**src/rtl/nibble_serial_adder_ctrl.sv**
```systemverilog
// Digit-serial unsigned adder: one 4-bit ripple stage reused over NIBBLES cycles, LSD first.
// Define NSA_OVERFLOW_FLAG_EN to add the registered signed-overflow output OVF.
module nibble_serial_adder_ctrl #(
    parameter int unsigned NIBBLES = 4
) (
    input  logic                   CLK,
    input  logic                   RST,
    input  logic                   START,
    input  logic [4*NIBBLES-1:0]   A,
    input  logic [4*NIBBLES-1:0]   B,
    input  logic                   C_in,
    output logic [4*NIBBLES-1:0]   SUM,
    output logic                   C_out,
    output logic                   BUSY,
    output logic                   DONE
`ifdef NSA_OVERFLOW_FLAG_EN
    ,
    output logic                   OVF
`endif
);

    localparam int unsigned W    = 4 * NIBBLES;
    localparam int unsigned IdxW = $clog2(NIBBLES);
    localparam logic [IdxW-1:0] LastIdx = IdxW'(NIBBLES - 1);

    typedef enum logic [1:0] {
        StIdle,
        StRun,
        StFin
    } state_e;

    state_e          state_q;
    logic [W-1:0]    a_q;
    logic [W-1:0]    b_q;
    logic [W-1:0]    sum_q;
    logic [IdxW-1:0] idx_q;
    logic            carry_q;
    logic            cout_q;
    logic            busy_q;
    logic            done_q;

    logic [3:0]      a_dig;
    logic [3:0]      b_dig;
    logic [3:0]      low_sum;
    logic [1:0]      top_sum;
    logic [3:0]      dig_sum;
    logic            dig_carry;

    // Split the digit add at bit 3 so the carry into the MSB is visible for overflow.
    always_comb begin
        a_dig     = a_q[{idx_q, 2'b00} +: 4];
        b_dig     = b_q[{idx_q, 2'b00} +: 4];
        low_sum   = {1'b0, a_dig[2:0]} + {1'b0, b_dig[2:0]} + {3'b000, carry_q};
        top_sum   = {1'b0, a_dig[3]} + {1'b0, b_dig[3]} + {1'b0, low_sum[3]};
        dig_sum   = {top_sum[0], low_sum[2:0]};
        dig_carry = top_sum[1];
    end

`ifdef NSA_OVERFLOW_FLAG_EN
    logic ovf_q;
    logic dig_ovf;

    always_comb begin
        dig_ovf = low_sum[3] ^ top_sum[1];
    end

    always_ff @(posedge CLK or posedge RST) begin
        if (RST) begin
            ovf_q <= 1'b0;
        end else if (state_q == StIdle && START) begin
            ovf_q <= 1'b0;
        end else if (state_q == StRun && idx_q == LastIdx) begin
            ovf_q <= dig_ovf;
        end
    end

    assign OVF = ovf_q;
`endif

    always_ff @(posedge CLK or posedge RST) begin
        if (RST) begin
            state_q <= StIdle;
            a_q     <= '0;
            b_q     <= '0;
            sum_q   <= '0;
            idx_q   <= '0;
            carry_q <= 1'b0;
            cout_q  <= 1'b0;
            busy_q  <= 1'b0;
            done_q  <= 1'b0;
        end else begin
            // Status flags trail the state by one edge so DONE lands after FIN.
            busy_q <= (state_q != StIdle);
            done_q <= (state_q == StFin);
            unique case (state_q)
                StIdle: begin
                    if (START) begin
                        a_q     <= A;
                        b_q     <= B;
                        carry_q <= C_in;
                        sum_q   <= '0;
                        cout_q  <= 1'b0;
                        idx_q   <= '0;
                        state_q <= StRun;
                    end
                end
                StRun: begin
                    sum_q[{idx_q, 2'b00} +: 4] <= dig_sum;
                    carry_q                    <= dig_carry;
                    if (idx_q == LastIdx) begin
                        cout_q  <= dig_carry;
                        idx_q   <= '0;
                        state_q <= StFin;
                    end else begin
                        idx_q <= idx_q + 1'b1;
                    end
                end
                StFin: begin
                    state_q <= StIdle;
                end
                default: begin
                    state_q <= StIdle;
                end
            endcase
        end
    end

    assign SUM   = sum_q;
    assign C_out = cout_q;
    assign BUSY  = busy_q;
    assign DONE  = done_q;

endmodule

```
**config.mk**
```make
export PLATFORM = sky130hd
export DESIGN_NAME = nibble_serial_adder_ctrl
export DESIGN_NICKNAME = d
export VERILOG_FILES = /design/src/rtl/nibble_serial_adder_ctrl.sv
export SDC_FILE = /design/constraint.sdc
export NUM_CORES = 1
export LEC_CHECK = 0
export CAP_MARGIN = 20
export CORE_MARGIN = 1.5
export CORE_UTILIZATION = 40
export DETAILED_ROUTE_END_ITERATION = 8
export PLACE_DENSITY = 0.65
export SLEW_MARGIN = 20
export SYNTH_ARGS = -nofsm -noshare
export SYNTH_HDL_FRONTEND = slang
export SYNTH_SLANG_ARGS = --single-unit
```
**constraint.sdc**
```tcl
create_clock -name CLK -period 6.8 [get_ports CLK]
set_input_delay 1.36 -clock CLK [delete_from_list [all_inputs] [get_ports CLK]]
set_output_delay 1.36 -clock CLK [all_outputs]
set_load 0.005 [all_outputs]
```
[Word-level counts from Yosys, hierarchy flattened]
Cells that the tools add are included.
Storage, ports and cells
  register bits: 56
  input bits: 36
  output and inout bits: 19
  logic and storage cells: 45
Cells by class
  add/subtract/negate cells: 6
  equal/unequal tests: 5
  shift-type cells: 4
  mux-type cells: 14
  reduce and logical (&&, ||, !) cells: 7
Operators by type and width (number)
  16-bit case mux with 2 select lines: 1
  16-bit by 5-bit indexed part select with 4-bit output: 2
  16-bit bitwise mux: 1
  16-bit two-way mux: 1
  4-bit by 6-bit variable shift with 16-bit output (first input constant): 1
  4-bit by 6-bit indexed part select with 16-bit output: 1
  2-bit two-way mux: 4
  2-bit case mux with 2 select lines: 2
  4-bit negation with 6-bit output: 1
  2-bit AND reduction: 3
  3-bit by 3-bit adder with 4-bit output: 1
  4-bit by 1-bit adder with 4-bit output: 1
  2-bit equality test (second input constant): 2
  2-bit inequality test (second input constant): 2
  1-bit case mux with 2 select lines: 2
  2-bit nonzero test: 2
  1-bit two-way mux: 3
  3-bit AND reduction: 1
  1-bit by 1-bit adder with 2-bit output: 1
  2-bit by 1-bit adder with 2-bit output: 1
  2-bit by 1-bit adder with 2-bit output (second input constant): 1
  2-bit by 1-bit equality test with 1-bit output (second input constant): 1
  2-bit logical NOT: 1

[Longest topological paths before layout]
  depth after elaboration: 7
  depth in mapped cells: 10
  mapped depth without buffers: 8

[Worst setup path before layout]
No wires, ideal clock.
  kind: register -> register
  from: register idx_q[0]
  to: register sum_q[15], in the netlist SUM[15]
  setup time: 0.078 ns
  arrival: 2.613 ns
  data required time: 6.722 ns
  path slack: 4.108 ns
  cell stages (with the launch flop): 9
  buffers on the path: 2
  period minus slack after synthesis: 2.692 ns
  cells stage by stage: dfrtp_1 -> buf_2 -> buf_4 -> mux4_2 -> fa_1 -> a21o_1 -> a21oi_1 -> fa_1 -> o2bb2ai_1
Between the ends
  cells in the longest elaborated chain, start to end: 7
  elaborated cells on any way between the ends: 11
  those cells by class: 5 x add/sub; 4 x shift; 2 x mux
Ends and longest elaborated chain
  start: declaration: RTL line 36  | logic [IdxW-1:0] idx_q;
  start signal: assignment: RTL line 115  | idx_q <= idx_q + 1'b1;
  16-bit by 5-bit indexed part select with 4-bit output, on equally long branches: RTL line 51, 52
  3-bit by 3-bit adder with 4-bit output: RTL line 53  | low_sum = {1'b0, a_dig[2:0]} + {1'b0, b_dig[2:0]} + {3'b000, carry_q};
  4-bit by 1-bit adder with 4-bit output: RTL line 53
  2-bit by 1-bit adder with 2-bit output: RTL line 54  | top_sum = {1'b0, a_dig[3]} + {1'b0, b_dig[3]} + {1'b0, low_sum[3]};
  4-bit by 6-bit indexed part select with 16-bit output: RTL line 108  | sum_q[{idx_q, 2'b00} +: 4] <= dig_sum;
  16-bit bitwise mux (*): RTL line 108
  16-bit case mux with 2 select lines (*): RTL line 95  | unique case (state_q)
  end signal: indexed assignment: RTL line 108
  end: declaration: RTL line 35  | logic [W-1:0] sum_q;
Every way passes the cells marked *; elsewhere a longest branch is shown, timed or not.
A chain may end at the register's enable or synchronous reset.

[Final worst setup path]
  from: register idx_q[0]
  to: register sum_q[11], in the netlist SUM[11]
The elaborated chain is that of the path after synthesis.

==> metrics.txt <==
status complete, no violations; maximum vdd drop approximately 0.2 mV; Core Region 6310 sq um; Post-Synthesis Net Count between 200 and 250; Synth top area share a little over half; global-route wire length before repair ~8.4 mm; port bufs 54; Setup WS pre-CTS ~3500 ps; Final WS setup ~3700 ps; CP arrival 3300 ps; Yosys cell types 36; syn_area_per_cell approximately 14 sq um; Netlist Area Pre-Place ~2600 sq um; Cell Area, Placed approximately 3200 sq um; FF+latch count, synth 56; register area share after synthesis 53.8%; share of layout cells above drive strength 1 between 20% and 30%; # resized after CTS 0; Final Slew Violations 0; Post-synth EDFFs 0; CTS tree yes; Power Density just under 500 nW/um^2; Final period util 45.2%; Sink Count 56; drt wl/cell about 15 um; RSZ-0062 raised after global routing false; fillers between 600 and 700; worst skew pair latency slightly above 300 ps; GRT Resource Usage Total between 10% and 20%; antenna cells 0; ranking of synthesized cells by area dfrtp_1 54%, mux2_2 13%, mux4_2 6.9%, o2bb2ai_1 3.4%, ha_1 2.9%; worst slew pin tran around 860 ps; crit path kind flop to flop; Worst Hold Class flop to flop; fin crit period 3070 ps; top cell type by total area after synthesis dfrtp_1; static leakage around 1.4 nW; Rows 29; Top Ports 55; hold slack around 490 ps; finished layout cell area around 3300 sq um; Die H 83.7 um; fin util a little over half; Fmax approximately 330 MHz; Clock Pin Slew Worst Setup and Hold Paths 100 ps; final hold vios 0; remaining global-route overflow 0; final setup fails 0; initial core utilization between 40% and 50%; commonest cells after routing, fill and taps aside 56 x dfrtp_1, 54 x clkdlybuf4s50_1, 29 x mux2_2; fraction of registers with async set/reset between 90% and 100%; Setup crit end kind flop; Setup Fix Bufs, Post-CTS 0; CTS H-tree depth 2; synth warn 0; Nets 280; HPWL after DPL 3.50 mm; root buf cell clkbuf_8; CP startpoint kind flop; CTS Buf Count 5; maxcap violations 0; Max clock buf depth 2; GP Congestion between 0.7 and 0.8; area grow syn2layout 26.2%; antenna violations before repair 0; ANT nets after route 0; skew final about 12 ps; CP required approximately 7000 ps; setup_tns 0 ps; vias in the first global route about 1700; DR vias/cell approximately 5; ys flop type dfrtp_1; DRT Wirelength about 4.8 mm; most common cell after layout, fill and taps aside dfrtp_1; via count about 1600; Pre-antenna DRT Iters 4; Syn Inst Count roughly 180; Max FO, Critical Path 17; DR iter-0 viols 57; max_slew headroom a little over two fifths; Residual DRC 0; # hold bufs at CTS 0; largest net degree at the start of global routing 57; die width around 84 um; die area ~7000 sq um
synth_stat cells (3+ instances only):
cell	instances
nand2_1	7
mux2_2	29
o2bb2ai_1	10
ha_1	6
fa_1	3
a22o_1	7
a21o_1	5
inv_1	13
dfrtp_1	56
mux2_1	4
mux4_2	8
buf_6	4
final timing paths:
path	from	end	slack, ps	depth (start not counted)
worst max-delay path	idx_q[0]$_DFFE_PP0P_	SUM[11]$_DFFE_PP0P_	3730	6
worst max register to register	idx_q[0]$_DFFE_PP0P_	SUM[11]$_DFFE_PP0P_	3730	6
worst min register to register	a_q[15]$_DFFE_PP0P_	a_q[15]$_DFFE_PP0P_	490	1
worst min-delay path	a_q[15]$_DFFE_PP0P_	a_q[15]$_DFFE_PP0P_	490	1
max in group asynchronous	RST	SUM[9]$_DFFE_PP0P_	4770	3
min in group asynchronous	RST	SUM[13]$_DFFE_PP0P_	1550	3
sequential cells by signal (all words and copies together) (netlist names):
signal	count
BUSY	1
C_out	1
DONE	1
SUM	16
a_q	16
b_q	16
carry_q	1
idx_q	2
state_q	2
power by group:
group	total (mW)	internal [mW]	switching, mW
sequential	0.595	0.478	0.117
clock	0.213	0.109	0.104
combinational	0.780	0.426	0.354
total	1.59	1.01	0.575
through the flow:
stage,cells,power (mW)
2_1_floorplan,181,1.16
3_3_place_gp,305,1.38
3_5_place_dp,305,1.40
4_1_cts,313,1.62
5_1_grt,313,1.73
6_report,313,1.59
worst max-delay path: stages (launching register included):
cell	delay, ps
dfrtp_1	870
mux4_2	620
fa_1	440
a21o_1	190
a21oi_1	210
fa_1	510
o2bb2ai_1	150
metal layers:
metal	vias up	routed length [um]	global-route usage, %	share of wire, %
met5	-	0	0	0
met4	0	15	3.73	0.31
met3	2	194	3.86	4.0
met2	41	2450	25.2	51
met1	801	2160	20.2	45
li1	757	-	-	-
final cells by class:
cell class | instances | area (sq um) | share of cell area (%)
tap | 77 | 96.3 | 2.93
inverter | 13 | 48.8 | 1.48
sequential | 56 | 1400 | 42.6
clock inverter | 2 | 35.0 | 1.07
clock buffer | 6 | 72.6 | 2.21
multi-input combinational | 104 | 1080 | 33.0
timing repair buffer | 55 | 548 | 16.7
cell families (layout without fill, tap and decap cells):
family / after synthesis / after routing / share of synthesized area (%)
multiplexers: 41 / 41 / 21.2
AND/OR/NAND/NOR: 25 / 25 / 6.30
adder cells (fa/ha/maj): 9 / 9 / 5.19
XOR/XNOR: 1 / 1 / 0.336
flip-flops: 56 / 56 / 53.8
buffers and inverters: 21 / 76 / 4.52
AO/OA/AOI/OAI: 28 / 28 / 8.65
No activity file was read; power rests on OpenSTA's default activity.
